File: config.mk
export PLATFORM = sky130hd
export DESIGN_NAME = tx_frame_arbiter
export DESIGN_NICKNAME = d
export VERILOG_FILES = /design/src/rtl/tx_frame_arbiter.sv
export SDC_FILE = /design/constraint.sdc
export NUM_CORES = 1
export LEC_CHECK = 0
export ABC_AREA = 1
export BUFFER_PORTS_ARGS = -buffer_cell sky130_fd_sc_hd__buf_2
export CELL_PAD_IN_SITES_DETAIL_PLACEMENT = 1
export CELL_PAD_IN_SITES_GLOBAL_PLACEMENT = 2
export CORE_MARGIN = 2
export CORE_UTILIZATION = 35
export DETAILED_ROUTE_END_ITERATION = 8
export GPL_TIMING_DRIVEN = 0
export MAX_ROUTING_LAYER = met4
export PLACE_DENSITY = 0.85
export SLEW_MARGIN = 20
export SYNTH_ARGS = -nofsm -noshare
export SYNTH_HDL_FRONTEND = slang
export SYNTH_SLANG_ARGS = --single-unit
File: constraint.sdc
create_clock -name clk -period 2.85 [get_ports clk]
set_input_delay 0.4275 -clock clk [delete_from_list [all_inputs] [get_ports clk]]
set_output_delay 0.4275 -clock clk [all_outputs]
set_load 0.1 [all_outputs]
File: src/rtl/tx_frame_arbiter.sv
// Round-robin whole-frame arbiter in front of the RGMII TX MAC, with a minimum
// inter-frame gap, a per-grant watchdog and a hard block while the TX link is down or changing.
module tx_frame_arbiter #(
  parameter int NUM_REQ          = 2,
  parameter int IFG_CYCLES       = 12,
  parameter int MAX_FRAME_CYCLES = 4096
) (
  input  logic                       clk,
  input  logic                       reset,
  input  logic                       link_up,
  input  logic                       changing,
  input  logic [NUM_REQ-1:0]         req,
  input  logic [NUM_REQ-1:0]         frame_done,
  output logic [NUM_REQ-1:0]         grant,
  output logic [$clog2(NUM_REQ)-1:0] active_id,
  output logic                       aborted,
  output logic                       blocked
);

  localparam int ID_W  = $clog2(NUM_REQ);
  localparam int CNT_W = $clog2(MAX_FRAME_CYCLES + 1);

  localparam logic [CNT_W-1:0] CNT_IFG  = CNT_W'(IFG_CYCLES);
  localparam logic [CNT_W-1:0] CNT_LAST = CNT_W'(MAX_FRAME_CYCLES - 1);
  localparam logic [CNT_W-1:0] CNT_SAT  = '1;

  typedef enum logic [1:0] {
    S_BLOCKED,
    S_IDLE,
    S_GRANT,
    S_GAP
  } state_t;

  state_t             state, state_d;
  logic [NUM_REQ-1:0] grant_d;
  logic [ID_W-1:0]    active_id_d;
  logic               aborted_d;
  logic               blocked_d;
  logic [ID_W-1:0]    rr_ptr, rr_ptr_d;
  logic [CNT_W-1:0]   counter, counter_d;

  logic               halt;
  logic               pick_valid;
  logic [ID_W-1:0]    pick_id;
  logic [ID_W-1:0]    next_ptr;
  logic               owner_end;

  assign halt      = !link_up || changing;
  assign owner_end = frame_done[active_id] || !req[active_id];
  assign next_ptr  = (active_id == ID_W'(NUM_REQ - 1)) ? '0 : active_id + 1'b1;

  // Scan from rr_ptr upward with wrap; iterating k downward lets the nearest hit win.
  always_comb begin
    pick_valid = 1'b0;
    pick_id    = '0;
    for (int k = NUM_REQ - 1; k >= 0; k--) begin
      for (int j = 0; j < NUM_REQ; j++) begin
        if (rr_ptr == ID_W'(j) && req[(j + k) % NUM_REQ]) begin
          pick_valid = 1'b1;
          pick_id    = ID_W'((j + k) % NUM_REQ);
        end
      end
    end
  end

  // NOTE: every signal written here gets a default first, so no path can infer a latch.
  always_comb begin
    state_d     = state;
    grant_d     = grant;
    active_id_d = active_id;
    aborted_d   = 1'b0;
    rr_ptr_d    = rr_ptr;
    counter_d   = counter;

    unique case (state)
      S_BLOCKED: begin
        grant_d = '0;
        if (!halt) begin
          state_d   = S_GAP;
          counter_d = CNT_IFG;
        end
      end

      S_IDLE: begin
        if (halt) begin
          state_d   = S_BLOCKED;
          counter_d = '0;
        end else if (pick_valid) begin
          grant_d          = '0;
          grant_d[pick_id] = 1'b1;
          active_id_d      = pick_id;
          counter_d        = '0;
          state_d          = S_GRANT;
        end
      end

      S_GRANT: begin
        if (halt) begin
          // Forced revoke: rr_ptr is left alone so the same source is served first.
          grant_d   = '0;
          aborted_d = 1'b1;
          counter_d = '0;
          state_d   = S_BLOCKED;
        end else if (owner_end || counter == CNT_LAST) begin
          grant_d   = '0;
          aborted_d = !owner_end;
          rr_ptr_d  = next_ptr;
          counter_d = CNT_IFG;
          state_d   = S_GAP;
        end else if (counter != CNT_SAT) begin
          counter_d = counter + 1'b1;
        end
      end

      S_GAP: begin
        grant_d = '0;
        if (halt) begin
          state_d   = S_BLOCKED;
          counter_d = '0;
        end else begin
          if (counter != '0) counter_d = counter - 1'b1;
          if (counter <= CNT_W'(1)) state_d = S_IDLE;
        end
      end
    endcase

    blocked_d = (state_d == S_BLOCKED);
  end

  // NOTE: sequential state uses non-blocking assignments so all registers update together.
  always_ff @(posedge clk) begin
    if (reset) begin
      state     <= S_BLOCKED;
      grant     <= '0;
      active_id <= '0;
      aborted   <= 1'b0;
      blocked   <= 1'b1;
      rr_ptr    <= '0;
      counter   <= '0;
    end else begin
      state     <= state_d;
      grant     <= grant_d;
      active_id <= active_id_d;
      aborted   <= aborted_d;
      blocked   <= blocked_d;
      rr_ptr    <= rr_ptr_d;
      counter   <= counter_d;
    end
  end

endmodule

[Word-level counts from Yosys, hierarchy flattened]
Cells that the tools add are included.
Cells by class
  bitwise gates (word level): 3
  $add $sub $neg: 3
  mux-type cells: 38
  reductions and logical operators: 20
  $lt $le $gt $ge: 4
  equal/unequal tests: 12
Operator list (count)
  $mux W13: 8
  $pmux W13 S4: 1
  $mux W2: 11
  $mux W1: 15
  $add A13 B1 Y13 const B: 1
  $eq A13 B12 Y1 const B: 1
  $le A13 B1 Y1 const B: 1
  $ne A13 B13 Y1 const B: 1
  $reduce_bool A13 Y1: 1
  $sub A13 B1 Y13 const B: 1
  $ne A3 B3 Y1 const B: 3
  $reduce_and A3 Y1: 3
  $pmux W2 S4: 1
  $ne A2 B2 Y1 const B: 3
  $pmux W2 S3: 1
  $logic_and A1 B1 Y1: 5
  $eq A2 B2 Y1 const B: 2
  $logic_not A2 Y1: 2
  $lt A1 B2 Y1 const B: 2
  $ne A4 B4 Y1 const B: 1
  $reduce_and A4 Y1: 1
  $reduce_or A2 Y1: 2
  $logic_not A1 Y1: 3
  $logic_or A1 B1 Y1: 3
  5 further kinds: 7
Storage, ports and cells
  register bits after elaboration: 21

[Longest topological paths before layout]
Gate-level depths: netlist of run 1.
  depth in word-level cells: 13
  gate-level depth with buffers: 10
  mapped depth without buffers: 10

[Least setup slack after synthesis of run 1]
Ideal clock, no wire load.
  kind: register to register
  start: register active_id
  end: register counter[1]
  path buffers: 0
  data arrival time: 1.920 ns
  path slack: 0.860 ns
  stages on the path, launching flop included: 11
  period minus slack after synthesis: 1.990 ns
  path through: dfxtp_1 -> nor2_1 -> nand2_1 -> nand2_1 -> inv_1 -> nor2_2 -> nand2_2 -> inv_1 -> nor2_2 -> nand3_1 -> a21oi_2
On the way
  cells in the longest elaborated chain, start to end: 8
  elaborated cells between the ends (all ways): 12
  classes of those cells: 1 x eq/ne; 7 x mux; 4 x reduce/logical
Ends and longest elaborated chain
  from (decl): line 15  | output logic [$clog2(NUM_REQ)-1:0] active_id,
  from (signal assigned): line 143  | active_id <= active_id_d;
  $mux W1 (not written as such) (2 in a row): line 49  | assign owner_end = frame_done[active_id] || !req[active_id];
  $logic_not A1 Y1: line 49
  $logic_or A1 B1 Y1 *: line 49
  $logic_or A1 B1 Y1 *: line 104  | end else if (owner_end || counter == CNT_LAST) begin
  $mux W13: line 104
  $mux W13: line 98  | if (halt) begin
  $pmux W13 S4: line 75  | unique case (state)
  to (signal assigned): line 147  | counter <= counter_d;
  to (decl): line 40  | logic [CNT_W-1:0] counter, counter_d;
Mark *: on every way between the ends. The rest lies on a longest branch, timed or not. The select of a mux whose other input is x is not followed.
A chain may end at the register's enable or synchronous reset.

[Worst setup path after layout of run 1]
  start: register counter[1]
  end: register grant[0]
On the way
  cells in the longest elaborated chain, start to end: 4
Ends and longest elaborated chain
  $eq A13 B12 Y1: line 104
  $logic_or A1 B1 Y1: line 104
  $ne A3 B3 Y1 (no line)
  $reduce_and A3 Y1 (no line)
  to (signal assigned): line 142  | grant <= grant_d;
  to (decl): line 14  | output logic [NUM_REQ-1:0] grant,
No other way between the ends.

==> results of run 1 <==
[synth_stat cells (2+ instances only)]
cell type	n	area share
nand2_4	2	0.013
inv_2	2	0.0043
nor2_2	10	0.036
ha_1	4	0.029
buf_2	3	0.0086
inv_1	29	0.063
xnor2_1	2	0.010
o21ai_0	9	0.026
o21ai_1	6	0.017
nor2_1	27	0.058
dfxtp_1	21	0.24
nand2_1	77	0.17
a21oi_2	10	0.050
nand4_1	5	0.018
buf_4	3	0.013
nor2_4	4	0.026
nand3_1	20	0.058
nor3_1	5	0.014
nand2_2	3	0.011
a21oi_1	12	0.035
xor2_1	6	0.030
[routing by layer]
layer  GRT usage  vias to the layer above
met5           -                        -
met4      0.0496                        0
met3      0.0217                        7
met2       0.350                       22
met1       0.253                      824
li1            -                      896
[power groups by stage]
stage / registers, mW / logic, mW / clock network (mW)
floorplan: 0.341 / 0.247 / 0
global placement: 0.325 / 0.344 / 0
detailed placement: 0.326 / 0.347 / 0
CTS: 0.319 / 0.350 / 0.222
global route: 0.321 / 0.383 / 0.229
finish: 0.319 / 0.345 / 0.215
[worst reg2reg max path, delay by kind of cell, from the launching register on]
kind	cells	cell delay, ns
fa+ha+maj	1	0.21
simple gates	7	0.84
compound gates	2	0.22
flops	1	0.40
[sequential cells by signal, summed over array words and instances (netlist names)]
register	count
grant	2
rr_ptr	1
active_id	1
counter	13
state	2
blocked	1
aborted	1
[logic make-up (layout without fill, tap and decap cells)]
group                      after synthesis  count (layout)  synth area share
AOI/OAI and AO/OA                       40              40             0.141
xor gates and xnor gates                 8               8            0.0403
adders and majority gates                4               4            0.0288
buffers and inverters                   41              57             0.108
DFF                                     21              21             0.242
and+or+nand+nor                        159             159             0.439
[worst max-delay path by stage]
stage / startpoint / endpoint / slack, ns
after floorplan: active_id / counter[1] / 0.86
after global placement: changing / counter[1] / 0.98
after detailed placement: changing / counter[1] / 0.97
after CTS: counter[0] / counter[1] / 0.99
after global routing: counter[1] / grant[0] / 0.82
final: counter[1] / grant[0] / 1.03
[through the flow]
step | worst slack [ns] | hold WS (ns) | area (sq um)
floorplan | 0.860 | 0.485 | 1740
global placement | 0.985 | 0.449 | 1880
finish | 1.03 | 0.422 | 1930
detailed placement | 0.967 | 0.453 | 1880
CTS | 0.990 | 0.435 | 1930
global route | 0.824 | 0.435 | 1930
[cell type report]
| class | instances | area, sq um | area share |
|---|---|---|---|
| multi-input cells | 211 | 1130 | 0.586 |
| flip-flops and latches | 21 | 420 | 0.218 |
| inverters | 32 | 120 | 0.0624 |
| well taps | 67 | 83.8 | 0.0435 |
| plain buffers | 9 | 67.6 | 0.0351 |
| repair buffers | 12 | 60.1 | 0.0312 |
| clock buffers | 4 | 45.0 | 0.0234 |
==> flow_summary.toml, run 1 <==
[run_status]
status = "complete, no violations"

[setup_path]
crit_arrival_ns = 1.95
worstSetupEndpointType = "register"
worst-path-buf-inv = 0
ff2ff_setup_slack_ns = 1.03
cp_slowest_cell = "dfxtp_1"
cp_max_fo = 9
crit_chain = "ha_1, nand2_1, nor2_1, nand2_1, nor2_2, nor2_4, nand2_4, o21ai_2, a21oi_1, nor2_1"
worst-path-stages = 10
critPathKind = "reg -> reg"
timing.rr.start = "counter[1]"
critPathMaxStageDelay_ns = 0.40
ff2ff_path_depth = 10
cp-start-kind = "register"
cp_top_family = "simple AND/OR/NAND/NOR gates"
r2r-end = "grant[0]"
required_ns = 2.98

[sta]
finalMaxSlewViolations = 0
hold_violations = 0
fin_tns_setup_ns = 0
fmax_mhz = 549
max_slew_margin = 0.500
max_slew.worst_pin.slew_ns = 0.749
rsz0062_at_grt = "no"
period_share = 0.639
setup_viol = 0
clock_skew_ns = 0.0123
min_period_ns = 1.82

[route]
drcViolationCount = 0
met1_length_microns = 2310
top_layer_used = "met4"
routed-via-count = 1749
ant_nets = 0
routed_wl_microns = 5040
via_per_inst = 4.91
wire_per_inst_microns = 14.2
wl_met2_microns = 2530
drtPass1Iterations = 4
routed-wl-met3_microns = 119
drt_iter0_markers = 62

[clock_network]
cts_tree = "done"
htree_levels = 1
cts_resized = 0
post-cts-setup-buffers = 0
cts_buffers = 3
clkSinkCount = 21
clk_path_buf_depth = 2
postCtsHoldBufs = 0
cts_root_buf = "clkbuf_8"
clkLatencyLatePin_ns = 0.28
clk_transition_reported_paths_ns = 0.09

[yosys]
avgSynthCellArea_sq_um = 6.36
synth_nets = 285
synth_top_flop_cell = "dfxtp_1"
syn_area_sq_um = 1740
synth-edff-count = 0
ys_warn_count = 0
seq_area_frac_synth = 0.242
synth.distinct_cells = 34
synth_seq_cells = 21
netlist_instances = 273
synthArstFlopShare = 0

[die]
die_w_microns = 74.4
die_area_sq_um = 5540
ios = 13
core_sq_um = 4750
start_util = 0.365
die_h_microns = 74.4
num_rows = 25

[power]
peakVddDrop_mv = 0.278
p_switching_mw = 0.358
fin_total_pwr_mw = 0.878
swShare = 0.407
p_leak_nw = 0.846
combPwrFrac = 0.393
seqPwrFrac = 0.363
p_per_area_nw_per_um2 = 456
pwr-share-clk = 0.244
internal_power_mw = 0.520

[global_routing]
grt_start_max_net_pins = 12
antenna_found_initial = 0
track_usage = 0.203
overflow = 0
first_global_vias = 1714
grt_first_pass_wirelength_microns = 8250

[final_layout]
fin_util = 0.405
nFillCells = 660
mostFrequentLayoutCell = "nand2_1"
synthToLayoutAreaGrowth_pct = 10.9
n_antenna_cell = 0
final_cell_mix = "nand2_1 (77), inv_1 (29), nor2_1 (27)"
stdcell_count = 356
layout-drive-gt1-share = 0.201
nets = 302

[worst_hold_path]
hold_path_end = "counter[5]"
hold_path.class = "in -> reg"
hold_depth = 2
min_from = "reset"

[job]
drv_cap = 0

[placement]
io_buffers = 12
dp_hpwl_microns = 3850
dpl.cell_count = 352
gp_congestion = 0.848
Power figures use the tool's default switching activity.
==> run 2, diff against run 1 <==
CORE_UTILIZATION = 29   (was 35)
PLACE_DENSITY = 0.75   (was 0.85)
clock period = 1.5 ns   (was 2.85 ns; I/O delays follow)
==> run 2 against run 1 <==
The run now ends with setup timing left. Cell count up 7.0%. Highest routed layer unchanged. Global-route usage down 0.95 points. Clock-buffer cell count down 1. Critical path depth unchanged. Maximum frequency up 17%.
==> flow_summary.toml, run 2 (synthesis results as in run 1) <==
[run_status]
status = "complete, but fails checks"
violations = "setup timing"

[global_routing]
grt_start_max_net_pins = 13
overflow = 0
track_usage = 0.193
first_global_vias = 1920
antenna_found_initial = 0
grt_first_pass_wirelength_microns = 9470

[sta]
setup_ws_ns = -0.0575
finalMaxSlewViolations = 0
max_slew.worst_pin.slew_ns = 0.775
hold_slack_ns = 0.236
setup_viol = 13
hold_violations = 0
clock_skew_ns = 0.00595
rsz0062_at_grt = "yes"
fmax_mhz = 642
period_share = 1.04
max_slew_margin = 0.483
min_period_ns = 1.56

[worst_hold_path]
min_from = "reset"
hold_path.class = "in -> reg"

[final_layout]
fin_util = 0.398
nFillCells = 747
stdcell_count = 381
top_regs = "counter: 13 flops, grant: 2 flops, state: 2 flops"
regMostFlops = "counter"
multi_input_area_sq_um = 1340
largest_reg_flops = 13
synthToLayoutAreaGrowth_pct = 34.1
n_antenna_cell = 0
layout-drive-gt1-share = 0.392
regArea_sq_um = 440
mostFrequentLayoutCell = "nand2_1"
final_cell_mix = "nand2_1 (66), inv_1 (26), nand3_1 (18), nor2_1 (18), buf_4 (17)"
nets = 319

[die]
start_util = 0.297
die_area_sq_um = 6620
core_sq_um = 5850
die_h_microns = 81.4
ios = 13
num_rows = 28
die_w_microns = 81.4

[setup_path]
crit_arrival_ns = 1.76
worst-path-buf-inv = 0
worstSetupEndpointType = "register"
cp_max_fo = 5
required_ns = 1.70
timing.rr.start = "counter[1]"
cp_slowest_cell = "dfxtp_4"
critPathKind = "reg -> reg"
setup.worst_path.start = "counter[1]"
cp-start-kind = "register"
cp_top_family = "simple AND/OR/NAND/NOR gates"
crit_chain = "ha_4, nand2_4, nor2_4, nand2_2, nor2_4, nor2_4, nand2_4, o21ai_2, nand2_1, a21oi_2"
critPathMaxStageDelay_ns = 0.37
cpMostUsedCell = "nor2_4"

[clock_network]
clkSinkCount = 21
cts_tree = "done"
cts_buffers = 3
clk_path_buf_depth = 2
clk_transition_reported_paths_ns = 0.09
clkLatencyLatePin_ns = 0.27
htree_levels = 1
cts_root_buf = "clkbuf_8"

[route]
ant_nets = 0
drcViolationCount = 0
drtPass1Iterations = 4
routed-via-count = 1815
via_per_inst = 4.76
routed_wl_microns = 5610
drt_iter0_markers = 60
wire_per_inst_microns = 14.7

[power]
p_per_area_nw_per_um2 = 797
peakVddDrop_mv = 0.445
p_leak_nw = 1.03

[placement]
pre_cts_ws_ns = -0.325
io_buffers = 12
dp_hpwl_microns = 3960
dpl.cell_count = 360
gp_congestion = 0.758

[job]
drv_cap = 0
[run 2: repair_timing]
action / 4_1_cts / 5_1_grt
endpoints found under the setup margin: 18 / 18
pin swaps: 23 / 13
gates resized for setup: 47 / 30
hold buffers: 0 / 0
buffers inserted: 14 / 2
cloned: 1 / 0
[run 2: layer usage]
metal	global-route usage	vias up	part of all wire
met1	0.239	853	0.47
met5	-	-	0
met2	0.336	23	0.50
met3	0.0300	2	0.032
met4	0.0322	0	0.0039
li1	-	937	-
[run 2: final timing paths]
check / endpoint / slack (ns) / cells past startpoint
hold reg to reg: grant[1] / 0.46 / 2
setup reg to reg: counter[10] / -0.06 / 10
setup / recovery: counter[10] / -0.06 / 10
hold / removal: counter[6] / 0.24 / 2
[run 2: final cells by class]
cell class	count	share of cell area
multi-input cells	212	0.576
well taps	75	0.0403
inverters	32	0.0537
flip-flops and latches	21	0.189
plain buffers	9	0.0371
clock inverters	1	0.00215
repair buffers	28	0.0843
clock buffers	3	0.0177
[run 2: per-stage QoR]
step,TNS (ns),area (sq um),total power [mW]
after CTS,-0.688,2220,1.85
after floorplan,0,1740,1.12
final,-0.423,2330,1.86
after global routing,-2.14,2330,1.99
after global placement,-3.72,1890,1.27
after detailed placement,-4.08,1890,1.28
[run 2: where the power goes]
group	internal, mW	total (mW)	switching [mW]
registers	0.582	0.600	0.0180
clock network	0.186	0.409	0.223
logic	0.323	0.848	0.526
==> run 3, diff against run 2 <==
MAX_ROUTING_LAYER = unset   (was met4)
==> run 3 against run 2 <==
Clock-buffer cell count is the same. Non-clock buffer count unchanged. Maximum frequency about the same. Critical endpoint unchanged. Wire length unchanged. Register-to-register slack is essentially flat. Worst hold slack is essentially flat. The run still ends with setup timing left. Combinational power hardly changed. Sequential power is essentially flat. Setup slack is essentially flat.
==> flow_summary.toml, run 3 (synthesis results as in run 1) <==
[global_routing]
grt_start_max_net_pins = 13
overflow = 0
grt_first_pass_wirelength_microns = 9470
track_usage = 0.188
antenna_found_initial = 0
first_global_vias = 1920

[final_layout]
top_regs = "counter: 13 flops, grant: 2 flops, state: 2 flops"
n_antenna_cell = 0
mostFrequentLayoutCell = "nand2_1"
final_cell_mix = "nand2_1 (66), inv_1 (26), nand3_1 (18), nor2_1 (18), buf_4 (17)"
fin_util = 0.398
nets = 319
stdcell_count = 381
regMostFlops = "counter"
layout-drive-gt1-share = 0.392
largest_reg_flops = 13
final_area_sq_um = 2330
synthToLayoutAreaGrowth_pct = 34.1

[sta]
fmax_mhz = 642
finalMaxSlewViolations = 0
period_share = 1.04
clock_skew_ns = 0.00593
setup_ws_ns = -0.0575
fin_tns_setup_ns = -0.427
max_slew_margin = 0.483
setup_viol = 13
max_slew.worst_pin.slew_ns = 0.776
hold_slack_ns = 0.236
min_period_ns = 1.56
hold_violations = 0
rsz0062_at_grt = "yes"

[clock_network]
cts_root_buf = "clkbuf_8"
cts_buffers = 3
clkLatencyLatePin_ns = 0.27
clkSinkCount = 21
clk_transition_reported_paths_ns = 0.09
clk_path_buf_depth = 2
postCtsHoldBufs = 0
htree_levels = 1
cts_tree = "done"

[run_status]
status = "complete, but fails checks"
violations = "setup timing"

[setup_path]
cpMostUsedCell = "nor2_4"
cp_max_fo = 5
cp-start-kind = "register"
critPathKind = "reg -> reg"
crit_chain = "ha_4, nand2_4, nor2_4, nand2_2, nor2_4, nor2_4, nand2_4, o21ai_2, nand2_1, a21oi_2"
worstSetupEndpointType = "register"
required_ns = 1.70
cp_slowest_cell = "dfxtp_4"
crit_arrival_ns = 1.76
critPathMaxStageDelay_ns = 0.37

[die]
ios = 13
die_w_microns = 81.4
die_area_sq_um = 6620
start_util = 0.297
num_rows = 28
core_sq_um = 5850
die_h_microns = 81.4

[route]
routed_wl_microns = 5610
via_per_inst = 4.76
drtPass1Iterations = 4
drt_iter0_markers = 64
ant_nets = 0
drcViolationCount = 0
wire_per_inst_microns = 14.7
routed-via-count = 1814

[power]
fin_total_pwr_mw = 1.86
peakVddDrop_mv = 0.445
p_leak_nw = 1.03
p_per_area_nw_per_um2 = 797

[placement]
io_buffers = 12
placedInstanceArea_sq_um = 1890
dpl.cell_count = 360
dp_hpwl_microns = 3960
gp_congestion = 0.749
pre_cts_ws_ns = -0.325

[worst_hold_path]
hold_path.class = "in -> reg"

[job]
drv_cap = 0
[run 3: power by group]
group / switching [mW] / internal, mW / leakage, nW / total, mW
logic: 0.525 / 0.323 / 0.826 / 0.848
registers: 0.0180 / 0.582 / 0.176 / 0.600
clock network: 0.223 / 0.186 / 0.0255 / 0.409
[run 3: cell type report]
type	instances	area (sq um)
tap	75	93.8
clock buffer	3	41.3
fill	747	3520
inverter	32	125
clock inverter	1	5.00
buffer	9	86.3
multi-input combinational	212	1340
timing repair buffer	28	196
sequential	21	440
[run 3: repair_timing]
item | in CTS | in global routing
pin swaps | 23 | 13
buffers inserted | 14 | 2
setup endpoints to repair | 18 | 18
cloned | 1 | 0
resized for setup | 47 | 30
[run 3: worst paths after layout]
path,cells after the start,startpoint,slack (ns),endpoint
worst max-delay path,10,counter[1],-0.06,counter[10]
worst min-delay path,2,reset,0.24,counter[6]
worst max register to register,10,counter[1],-0.06,counter[10]
worst min register to register,2,grant[1],0.46,grant[1]
[run 3: layer usage]
layer / track usage / share of wire / up-vias
li1: - / - / 936
met1: 0.239 / 0.47 / 853
met2: 0.336 / 0.50 / 23
met3: 0.0300 / 0.032 / 2
met4: 0.0322 / 0.0037 / 0
met5: 0 / 0 / -
[run 3: worst max-delay path: cells and delay by family (launching register included)]
kind                       cells  cell delay (ns)
and+or+nand+nor                7             0.64
adders and majority gates      1             0.17
DFF                            1             0.37
AOI/OAI and AO/OA              2             0.28
